**config.mk**
```make
export PLATFORM = sky130hd
export DESIGN_NAME = jesd204b_tx_link_seq
export DESIGN_NICKNAME = d
export VERILOG_FILES = /design/src/rtl/jesd204b_tx_link_seq.sv
export SDC_FILE = /design/constraint.sdc
export NUM_CORES = 1
export LEC_CHECK = 0
export ABC_AREA = 0
export CAP_MARGIN = 20
export CORE_ASPECT_RATIO = 0.5
export CORE_MARGIN = 2
export CORE_UTILIZATION = 45
export CTS_CLUSTER_DIAMETER = 100
export DETAILED_ROUTE_END_ITERATION = 8
export PLACE_DENSITY = 0.83
export SLEW_MARGIN = 15
export SYNTH_ARGS = -nofsm -noshare
export SYNTH_HDL_FRONTEND = slang
export SYNTH_SLANG_ARGS = --single-unit
```
**constraint.sdc**
```tcl
create_clock -name BYTECLK -period 2.4 [get_ports BYTECLK]
set_input_delay 0.36 -clock BYTECLK [delete_from_list [all_inputs] [get_ports BYTECLK]]
set_output_delay 0.36 -clock BYTECLK [all_outputs]
set_load 0.01 [all_outputs]
```
**src/rtl/jesd204b_tx_link_seq.sv**
```systemverilog
// ---------------------------------------------------------------------------
// jesd204b_tx_link_seq
//
// Transmit link-layer sequencer for one JESD204B lane. It generates the
// octet/control-flag stream for the lane's 8B/10B encoder:
//   CGS  : continuous /K/ (K28.5) until the receiver releases SYNC~ and at
//          least CGS_MIN /K/ octets have gone out, then wait for an LMFC edge.
//   ILAS : ILAS_MF multiframes of /R/ ... /A/, with the link configuration
//          (/Q/ + 14 config octets) carried in the second multiframe.
//   DATA : user octets from the transport layer.
// A sustained SYNC~ low (SYNC_ERR_LEN synchronised cycles) in ILAS or DATA
// sends the link back to CGS; a shorter low is ignored and flagged.
//
// Ports
//   BYTECLK        in   octet clock (only clock of the block)
//   reset          in   asynchronous, active-high reset
//   sync_n         in   SYNC~ from the receiver, active-low, asynchronous
//   tx_data[7:0]   in   user octet, consumed on every edge while tx_ready=1
//   tx_ready       out  high while in DATA
//   ilas_cfg_addr  out  link-config octet index 0..13 (0 outside the window)
//   ilas_cfg_data  in   config octet for ilas_cfg_addr, same-cycle lookup
//   enc_data[7:0]  out  octet to the encoder
//   enc_k          out  control-character flag to the encoder
//   lmfc           out  one-cycle pulse while the octet counter is 0
//   link_state     out  0 = CGS, 1 = ILAS, 2 = DATA (FSM state, debug view)
//   sync_err       out  one-cycle pulse when a short SYNC~ low is ignored
//
// Handshake: tx_data has no valid; while tx_ready is high the block takes
// tx_data on every rising BYTECLK edge and presents it on enc_data one cycle
// later. tx_ready is never low while an octet is being consumed.
// ---------------------------------------------------------------------------
module jesd204b_tx_link_seq #(
    parameter int F            = 2,
    parameter int K            = 16,
    parameter int ILAS_MF      = 4,
    parameter int CGS_MIN      = 16,
    parameter int SYNC_ERR_LEN = 5
) (
    input  logic       BYTECLK,
    input  logic       reset,
    input  logic       sync_n,
    input  logic [7:0] tx_data,
    output logic       tx_ready,
    output logic [3:0] ilas_cfg_addr,
    input  logic [7:0] ilas_cfg_data,
    output logic [7:0] enc_data,
    output logic       enc_k,
    output logic       lmfc,
    output logic [1:0] link_state,
    output logic       sync_err
);

    localparam int FK  = F * K;
    localparam int OCW = $clog2(FK);
    localparam int MCW = (ILAS_MF > 1) ? $clog2(ILAS_MF) : 1;
    localparam int CGW = $clog2(CGS_MIN + 1);
    localparam int ERW = $clog2(SYNC_ERR_LEN + 1);

    localparam logic [7:0] OCT_K = 8'hBC;  // K28.5
    localparam logic [7:0] OCT_R = 8'h1C;  // K28.0
    localparam logic [7:0] OCT_A = 8'h7C;  // K28.3
    localparam logic [7:0] OCT_Q = 8'h9C;  // K28.4

    typedef enum logic [1:0] {
        ST_CGS  = 2'd0,
        ST_ILAS = 2'd1,
        ST_DATA = 2'd2
    } state_t;

    // SYNC~ synchroniser; both flops reset low so the link starts in a
    // requested-resync condition.
    logic           sync_meta_q;
    logic           sn_q;

    state_t         state_q, state_d;
    logic [OCW-1:0] oc_q, oc_d;
    logic [MCW-1:0] mc_q, mc_d;
    logic [CGW-1:0] cgs_cnt_q, cgs_cnt_d;
    logic [ERW-1:0] err_cnt_q, err_cnt_d;
    logic [7:0]     enc_data_q, enc_data_d;
    logic           enc_k_q, enc_k_d;
    logic           tx_ready_q;
    logic           lmfc_q;
    logic           sync_err_q, sync_err_d;
    logic [3:0]     cfg_addr_q, cfg_addr_d;
    logic           oc_last;

    always_comb begin
        oc_last    = (oc_q == OCW'(FK - 1));
        oc_d       = oc_last ? '0 : oc_q + OCW'(1);
        state_d    = state_q;
        mc_d       = mc_q;
        cgs_cnt_d  = cgs_cnt_q;
        err_cnt_d  = err_cnt_q;
        sync_err_d = 1'b0;
        enc_data_d = OCT_K;
        enc_k_d    = 1'b1;
        cfg_addr_d = 4'd0;

        case (state_q)
            ST_CGS: begin
                enc_data_d = OCT_K;
                enc_k_d    = 1'b1;
                err_cnt_d  = '0;
                if (cgs_cnt_q != CGW'(CGS_MIN))
                    cgs_cnt_d = cgs_cnt_q + CGW'(1);
                // Leave only on an LMFC boundary so ILAS is multiframe aligned.
                if (sn_q && (cgs_cnt_q == CGW'(CGS_MIN)) && (oc_d == '0)) begin
                    state_d = ST_ILAS;
                    mc_d    = '0;
                end
            end
            ST_ILAS: begin
                if (oc_q == '0) begin
                    enc_data_d = OCT_R;
                    enc_k_d    = 1'b1;
                end else if (oc_last) begin
                    enc_data_d = OCT_A;
                    enc_k_d    = 1'b1;
                end else if ((mc_q == MCW'(1)) && (oc_q == OCW'(1))) begin
                    enc_data_d = OCT_Q;
                    enc_k_d    = 1'b1;
                end else if ((mc_q == MCW'(1)) && (oc_q <= OCW'(15))) begin
                    // ilas_cfg_addr was registered as oc-2 for this cycle.
                    enc_data_d = ilas_cfg_data;
                    enc_k_d    = 1'b0;
                end else begin
                    enc_data_d = 8'(oc_q);
                    enc_k_d    = 1'b0;
                end
                if (oc_last) begin
                    if (mc_q == MCW'(ILAS_MF - 1))
                        state_d = ST_DATA;
                    else
                        mc_d = mc_q + MCW'(1);
                end
            end
            ST_DATA: begin
                enc_data_d = tx_data;
                enc_k_d    = 1'b0;
            end
            default: begin
                state_d = ST_CGS;
            end
        endcase

        // Resync supervision overrides any ILAS->DATA move decided above.
        if (state_q != ST_CGS) begin
            if (!sn_q) begin
                if (err_cnt_q == ERW'(SYNC_ERR_LEN - 1)) begin
                    state_d   = ST_CGS;
                    cgs_cnt_d = '0;
                    err_cnt_d = '0;
                end else begin
                    err_cnt_d = err_cnt_q + ERW'(1);
                end
            end else begin
                err_cnt_d  = '0;
                sync_err_d = (err_cnt_q != '0);
            end
        end

        // Address is registered one cycle ahead so the lookup result is
        // ready in the cycle the config octet is captured.
        if ((state_d == ST_ILAS) && (mc_d == MCW'(1)) &&
            (oc_d >= OCW'(2)) && (oc_d <= OCW'(15)))
            cfg_addr_d = 4'(oc_d - OCW'(2));
    end

    always_ff @(posedge BYTECLK or posedge reset) begin
        if (reset) begin
            sync_meta_q <= 1'b0;
            sn_q        <= 1'b0;
            state_q     <= ST_CGS;
            oc_q        <= '0;
            mc_q        <= '0;
            cgs_cnt_q   <= '0;
            err_cnt_q   <= '0;
            enc_data_q  <= OCT_K;
            enc_k_q     <= 1'b1;
            tx_ready_q  <= 1'b0;
            lmfc_q      <= 1'b0;
            sync_err_q  <= 1'b0;
            cfg_addr_q  <= 4'd0;
        end else begin
            sync_meta_q <= sync_n;
            sn_q        <= sync_meta_q;
            state_q     <= state_d;
            oc_q        <= oc_d;
            mc_q        <= mc_d;
            cgs_cnt_q   <= cgs_cnt_d;
            err_cnt_q   <= err_cnt_d;
            enc_data_q  <= enc_data_d;
            enc_k_q     <= enc_k_d;
            tx_ready_q  <= (state_d == ST_DATA);
            lmfc_q      <= (oc_d == '0);
            sync_err_q  <= sync_err_d;
            cfg_addr_q  <= cfg_addr_d;
        end
    end

    assign tx_ready      = tx_ready_q;
    assign ilas_cfg_addr = cfg_addr_q;
    assign enc_data      = enc_data_q;
    assign enc_k         = enc_k_q;
    assign lmfc          = lmfc_q;
    assign link_state    = state_q;
    assign sync_err      = sync_err_q;

endmodule

```
### After elaboration in Yosys (flattened, before gate mapping)

Index checks and enable logic that the tools add are counted.

* bits in registers: 35
* latch bits: 0
* RAM bits: 0
* bits in read-only memories: 0
* input bits: 19
* output and inout bits: 18
* logic and storage cells: 79
* memories kept: 0

* $add $sub $neg: 5
* $mul: 0
* divide/modulo/power cells: 0
* magnitude comparators: 3
* equality and inequality tests: 12
* shift operators: 0
* mux-type cells: 33
* bitwise gates (word level): 0
* reductions and logical operators: 13

Operators by type and width (number)
* $mux 8: 4
* $mux 5: 6
* $mux 2: 9
* $pmux 8 s2: 1
* $mux 3: 4
* $add 5x1->5 const B: 2
* $eq 5x5->1 const B: 2
* $le 5x4->1 const B: 2
* $logic_not 5->1: 2
* $eq 2x1->1 const B: 4
* $logic_and 1x1->1: 7
* $eq 2x2->1 const B: 3
* $pmux 2 s3: 1
* $eq 5x1->1 const B: 1
* $ge 5x2->1 const B: 1
* $mux 1: 5
* $ne 5x5->1 const B: 1
* $mux 4: 1
* $pmux 2 s2: 1
* $reduce_bool 2->1: 2
* $sub 4x2->4 const B: 1
* $add 3x1->3 const B: 1
* $eq 3x3->1 const B: 1
* $reduce_bool 3->1: 1
* 3 further kinds: 3

### Depth between registers and ports, before layout

Gate-level depths: netlist of the first run.

* depth after elaboration: 14
* gate-level depth with buffers: 13
* gate-level depth less buffers: 11

### Worst setup path after synthesis of the first run

No wires, ideal clock.

* path type: reg-to-reg
* start: register oc_q[0]
* end: register cfg_addr_q[0], in the netlist ilas_cfg_addr[0]
* library setup time: 0.095 ns
* arrival: 2.528 ns
* required time: 2.305 ns
* slack: -0.223 ns
* cell stages (with the launch flop): 14
* buffers on the path: 2
* period minus slack after synthesis: 2.623 ns
* path through: dfrtp_1 -> ha_1 -> and3_1 -> ha_1 -> clkbuf_1 -> buf_2 -> nor2_1 -> inv_1 -> ha_1 -> inv_1 -> a31oi_1 -> mux2i_1 -> o2111ai_4 -> nor4b_2

* word-level cells in the longest chain between the ends: 14
* elaborated cells on any way between the ends: 23
* classes of those cells: add/sub: 2; order compare: 2; eq/ne: 3; mux: 11; reduce/logical: 5

Ends and longest elaborated chain
* from (decl): RTL line 76 `logic [OCW-1:0] oc_q, oc_d;`
* from (signal assigned): RTL line 175 `oc_q <= '0;`
* from (signal assigned): RTL line 189 `oc_q <= oc_d;`
* $add 5x1->5 / $eq 5x5->1 (equally long branches): RTL line 90, 89
* $mux 5 (*): RTL line 90 `oc_d = oc_last ? '0 : oc_q + OCW'(1);`
* net oc_d[2]: RTL line 76
* $logic_not 5->1: RTL line 108 `if (sn_q && (cgs_cnt_q == CGW'(CGS_MIN)) && (oc_d == '0)) begin`
* $logic_and 1x1->1: RTL line 108
* $mux 2: RTL line 108
* $pmux 2 s3: RTL line 100 `case (state_q)`
* $mux 2: RTL line 150 `if (err_cnt_q == ERW'(SYNC_ERR_LEN - 1)) begin`
* $mux 2: RTL line 149 `if (!sn_q) begin`
* $mux 2: RTL line 148 `if (state_q != ST_CGS) begin`
* $eq 2x1->1: RTL line 165 `if ((state_d == ST_ILAS) && (mc_d == MCW'(1)) &&`
* $logic_and 1x1->1 (2 in a row): RTL line 165
* $logic_and 1x1->1 (*): RTL line 166 `(oc_d >= OCW'(2)) && (oc_d <= OCW'(15)))`
* $mux 4 (*): RTL line 165
* net cfg_addr_d[0]: RTL line 85 `logic [3:0] cfg_addr_q, cfg_addr_d;`
* to (signal assigned): RTL line 198 `cfg_addr_q <= cfg_addr_d;`
* to (decl): RTL line 85

Mark *: on every way through the listed nets, which the timed path passes. The rest lies on a longest branch.
A chain may end at the register's enable or synchronous reset.

### Worst setup path after layout of the first run

* start: register oc_q[0]
* end: register cfg_addr_q[3], in the netlist ilas_cfg_addr[3]

* word-level cells in the longest chain between the ends: 14
* elaborated cells on any way between the ends: 23
* classes of those cells: add/sub: 2; order compare: 2; eq/ne: 3; mux: 11; reduce/logical: 5

Ends and longest elaborated chain (RTL line)
* $add 5x1->5 / $eq 5x5->1 (equally long branches): 90, 89
* $mux 5 (*): 90
* net oc_d[1]: 76
* $logic_not 5->1: 108
* $logic_and 1x1->1: 108
* $mux 2: 108
* $pmux 2 s3: 100
* $mux 2: 150
* $mux 2: 149
* $mux 2: 148
* $eq 2x1->1: 165
* $logic_and 1x1->1 (2 in a row): 165
* $logic_and 1x1->1: 166
* $mux 4 (*): 165
* net cfg_addr_d[3]: 85

Marks and branches as above.

==> flow_results.org, run 1 <==
** Worst setup path
- The setup check on the worst reg-to-reg path leaves a slack of -0.007 ns.
- On the worst path, the slowest cell contributes a delay of around 0.42 ns.
- STA puts the critical path data required time at about 2.6 ns.
- The critical path runs through a total of 11 cells.
- Critical path's top delay family :: simple AND/OR/NAND/NOR gates
- Along the worst path, the maximum fanout reaches 7.
- Worst Path Buf+Inv :: 2
- Signal arrival time at the worst endpoint :: roughly 2.6 ns
- The worst setup path is of the reg -> reg kind.
- Max stage delay cell, worst path :: sky130_fd_sc_hd__dfrtp_2
- Ordered list of cells on the worst path :: ha_4 > and3_4 > ha_4 > nor2b_4 > inv_1 > ha_2 > inv_1 > a31oi_1 > mux2i_1 > o2111ai_4 > nor4_2
- STA classifies the critical path endpoint as a flip-flop.
- STA classifies the critical path startpoint as a flip-flop.
- The worst register-to-register path has a depth of 11.

** Pwr
- In this run the static leakage power is approximately 1.1 nW.
- Power density relative to cell area :: roughly 560 nW/um2
- IR analysis of the VDD net gives a maximum drop of roughly 320 uV.

** GRT
- Via count of the first global-routing pass :: roughly 1500
- First-pass GRT wire length :: between 7 and 8 mm
- Entering global routing, the biggest net connects 36 pins.
- Total routing usage reported by global routing :: between 10% and 20%
- GRT Residual Overflow :: 0
- Antenna violations before repair :: 0

** Clock network
- The clock reaches the later pin of the worst-skew pair after 0.29 ns.
- Counting every sink on the clock net gives 35.
- TritonCTS created 5 clock buffers.
- Clock-pin transition on the worst setup and hold timing paths :: approximately 0.07 ns
- The number of setup buffers added after CTS is 0.
- Max Root-Sink Buffers :: 2
- The root buffer cell chosen for the clock tree is sky130_fd_sc_hd__clkbuf_8.
- TritonCTS built the clock tree.
- CTS H-tree lvls :: 2

** Route
- Post-DRT Antenna Nets :: 0
- In the final routed layout, each cell accounts on average for about 16 um.
- Via count :: approximately 1600
- For this run, design rule violations remaining after detail routing come to 0.
- Dividing the detail-routed via count by the number of cells gives roughly 5.4.
- The routed design has 4.57 mm of wire.
- The first detailed-routing pass took 4 iterations.
- The first routing iteration left approximately 70 violations.

** Synthesis
- After synthesis, the cell types taking the most area are sky130_fd_sc_hd__dfrtp_1, sky130_fd_sc_hd__ha_1, sky130_fd_sc_hd__dfstp_2.
- Synthesis handed over a netlist of 188 instances.
- Ys async rst share :: between 90% and 100%
- Of all cell types, the one taking the most synthesized area is sky130_fd_sc_hd__dfrtp_1.
- A synthesized cell averages approximately 10 um2.
- Fraction of the yosys area taken by sequential cells :: between 40% and 50%
- For this run, the number of Yosys warnings is 0.
- Net count of the mapped netlist :: approximately 220
- Most used DFF post-synth :: sky130_fd_sc_hd__dfrtp_1
- The synthesized netlist occupies a cell area of ~1900 um2.
- Area fraction of the dominant cell type after synthesis :: 37.6%
- After synthesis the netlist holds a flip-flop and latch count of 35.
- Count of distinct cell types in the synthesized netlist :: 45
- Number of enable flip-flop cells after synthesis :: 0

** Timing
- Setup repair after global routing could not meet its margin everywhere.
- Minimum clock period :: around 2.4 ns
- Headroom to the max-slew limit came out at between 70% and 80%.
- Post-route worst hold slack :: around 0.36 ns
- Final Skew :: around 0.0042 ns
- Setup violations remaining at the end of the flow were counted as 1.
- Final hold violation count :: 0
- Final Cycle Share :: 100%
- Setup WS post-layout :: -0.00732 ns
- The max-slew violation count was 0.
- For this run, the top clock speed supported by timing is ~0.42 GHz.
- Total Negative Setup Slacks :: -0.00732 ns
- For the pin with the worst max-slew slack, the measured transition is between 0.4 and 0.5 ns.

** Cells and area
- The repair_antennas step left the layout with diodes totalling 0.
- Count of nets after finishing :: roughly 270
- Share of cells above drive strength 1 :: 20.9%
- Post-Layout Inst Area :: between 2000 and 3000 um2
- Fill cells in the final layout number around 310.
- Most used cells in the layout excluding fill and tap cells :: sky130_fd_sc_hd__clkdlybuf4s50_1, sky130_fd_sc_hd__dfrtp_1, sky130_fd_sc_hd__inv_1
- Leading cell type in the layout, fill and taps excluded :: sky130_fd_sc_hd__clkdlybuf4s50_1
- Synthesis-to-finish area growth :: 35.6%

** Floorplan
- Area enclosed by the die boundary :: about 5000 um2
- Core Box Area :: 4000 um2
- The die is just under 100 um wide.
- During I/O placement, the number of pins put on the boundary was 37.
- The die is 50.3 um tall.
- Number of placement rows :: 16
- Once the floorplan was initialized, standard cells occupied around 48% of the core.

** Hold path
- The tightest min-delay check is of the reg -> reg type.
- Worst hold stages :: 0

** Job
- Number of violations of the max-capacitance limit :: 0

** Placement
- Instance area after placement :: 2430 um2
- Once detailed placement completed, the half-perimeter wirelength came to 3.36 mm.
- Placer's final routability congestion estimate :: between 0.8 and 0.9
- Number of buffers added on ports :: 36
- OpenSTA, run right after detailed placement, puts the worst setup slack at -0.000750 ns.

** Status
- The checks that failed: negative setup slack.
- Result of the run :: finished with violations
==> sequential cells by signal, summed over array words and instances (netlist names) <==
register and flops:
sn_q 1, lmfc 1, ilas_cfg_addr 4, sync_meta_q 1, oc_q 5, mc_q 2, sync_err 1, link_state 2
enc_k 1, enc_data 8, tx_ready 1, cgs_cnt_q 5, err_cnt_q 3
==> final timing paths <==
path / from / endpoint
max in group asynchronous: reset / enc_data[2]
worst max register to register: oc_q[0] / ilas_cfg_addr[3]
worst min-delay path: sync_meta_q / sn_q
worst max-delay path: oc_q[0] / ilas_cfg_addr[3]
worst min register to register: sync_meta_q / sn_q
min in group asynchronous: reset / enc_data[1]
==> what timing repair did <==
action / 4_1_cts / 5_1_grt
endpoints found under the setup margin: 3 / 4
gates resized for setup: 1 / 10
hold buffers: 0 / 0
pin swaps: 0 / 4
==> worst register-to-register path, cell delays in order, from the launching register on <==
cell	delay (ns)
sky130_fd_sc_hd__dfrtp_2	0.42
sky130_fd_sc_hd__ha_4	0.17
sky130_fd_sc_hd__and3_4	0.19
sky130_fd_sc_hd__ha_4	0.20
sky130_fd_sc_hd__nor2b_4	0.19
sky130_fd_sc_hd__inv_1	0.07
sky130_fd_sc_hd__ha_2	0.18
sky130_fd_sc_hd__inv_1	0.06
sky130_fd_sc_hd__a31oi_1	0.04
sky130_fd_sc_hd__mux2i_1	0.26
sky130_fd_sc_hd__o2111ai_4	0.21
sky130_fd_sc_hd__nor4_2	0.32
==> final cells by class <==
type,count,area (um2),share of cell area [%]
flip-flops and latches,35,885,33.8
clock buffers,5,68.8,2.63
repair buffers,44,420,16.1
clock inverters,3,43.8,1.67
well taps,54,67.6,2.58
multi-input cells,130,1060,40.7
inverters,18,67.6,2.58
==> Yosys cell counts, types with 2 or more instances <==
cell and instances:
sky130_fd_sc_hd__a211oi_1 2, sky130_fd_sc_hd__a21oi_1 10, sky130_fd_sc_hd__a22oi_1 2, sky130_fd_sc_hd__a31oi_1 4, sky130_fd_sc_hd__and2_1 3, sky130_fd_sc_hd__and3_1 4, sky130_fd_sc_hd__buf_2 2, sky130_fd_sc_hd__clkbuf_1 2
sky130_fd_sc_hd__dfrtp_1 29, sky130_fd_sc_hd__dfstp_2 6, sky130_fd_sc_hd__ha_1 15, sky130_fd_sc_hd__inv_1 18, sky130_fd_sc_hd__mux2_2 4, sky130_fd_sc_hd__mux2i_1 2, sky130_fd_sc_hd__nand2_1 12, sky130_fd_sc_hd__nand3_1 5
sky130_fd_sc_hd__nand4_1 2, sky130_fd_sc_hd__nor2_1 16, sky130_fd_sc_hd__nor2b_1 5, sky130_fd_sc_hd__nor3_1 7, sky130_fd_sc_hd__nor4_1 2, sky130_fd_sc_hd__nor4_2 3, sky130_fd_sc_hd__nor4bb_1 2, sky130_fd_sc_hd__o211ai_1 2
sky130_fd_sc_hd__o21a_1 3, sky130_fd_sc_hd__o21ai_0 5, sky130_fd_sc_hd__xnor2_1 2, sky130_fd_sc_hd__xor2_1 2
==> per-layer routing <==
metal | GRT usage (%) | vias to the layer above | wire [um]
li1 | - | 751 | -
met1 | 23.2 | 783 | 2050
met2 | 33.0 | 30 | 2350
met3 | 4.60 | 5 | 128
met4 | 7.28 | 0 | 36
met5 | 0 | - | 0
==> power by group <==
part | leakage [nW] | total, W | switching (W) | internal, W
clock network | 0.0581 | 0.000529 | 0.000220 | 0.000309
logic | 0.604 | 0.000256 | 0.000135 | 0.000120
registers | 0.444 | 0.000670 | 0.0000381 | 0.000632
==> per-stage QoR <==
stage / cells / total power (W) / utilization, %
global placement: 281 / 0.000902 / 60.7
floorplan: 188 / 0.000809 / -
global route: 289 / 0.00153 / 65.4
finish: 289 / 0.00145 / 65.4
detailed placement: 281 / 0.000924 / 60.7
CTS: 289 / 0.00146 / 63.7
==> cell families (layout without fill, tap and decap cells) <==
| logic type | Yosys count | count (layout) | synth area share (%) |
|---|---|---|---|
| adder cells (fa/ha/maj) | 15 | 15 | 9.72 |
| AND/OR/NAND/NOR | 66 | 66 | 19.2 |
| XOR/XNOR | 4 | 4 | 1.81 |
| flip-flops | 35 | 35 | 45.8 |
| multiplexers | 7 | 7 | 4.15 |
| buffers and inverters | 23 | 70 | 4.60 |
| AO/OA/AOI/OAI | 38 | 38 | 14.7 |
No activity file was read; power rests on OpenSTA's default activity.
==> run 2, diff against run 1 <==
--- a/config.mk
+++ b/config.mk
@@ -11,6 +11,7 @@
 export CORE_MARGIN = 2
 export CORE_UTILIZATION = 45
 export CTS_CLUSTER_DIAMETER = 100
+export CTS_CLUSTER_SIZE = 16
 export DETAILED_ROUTE_END_ITERATION = 8
 export PLACE_DENSITY = 0.83
 export SLEW_MARGIN = 15
==> results of run 2 <==
Same layout as run 1: the final DEF is identical, and so are final timing and power.
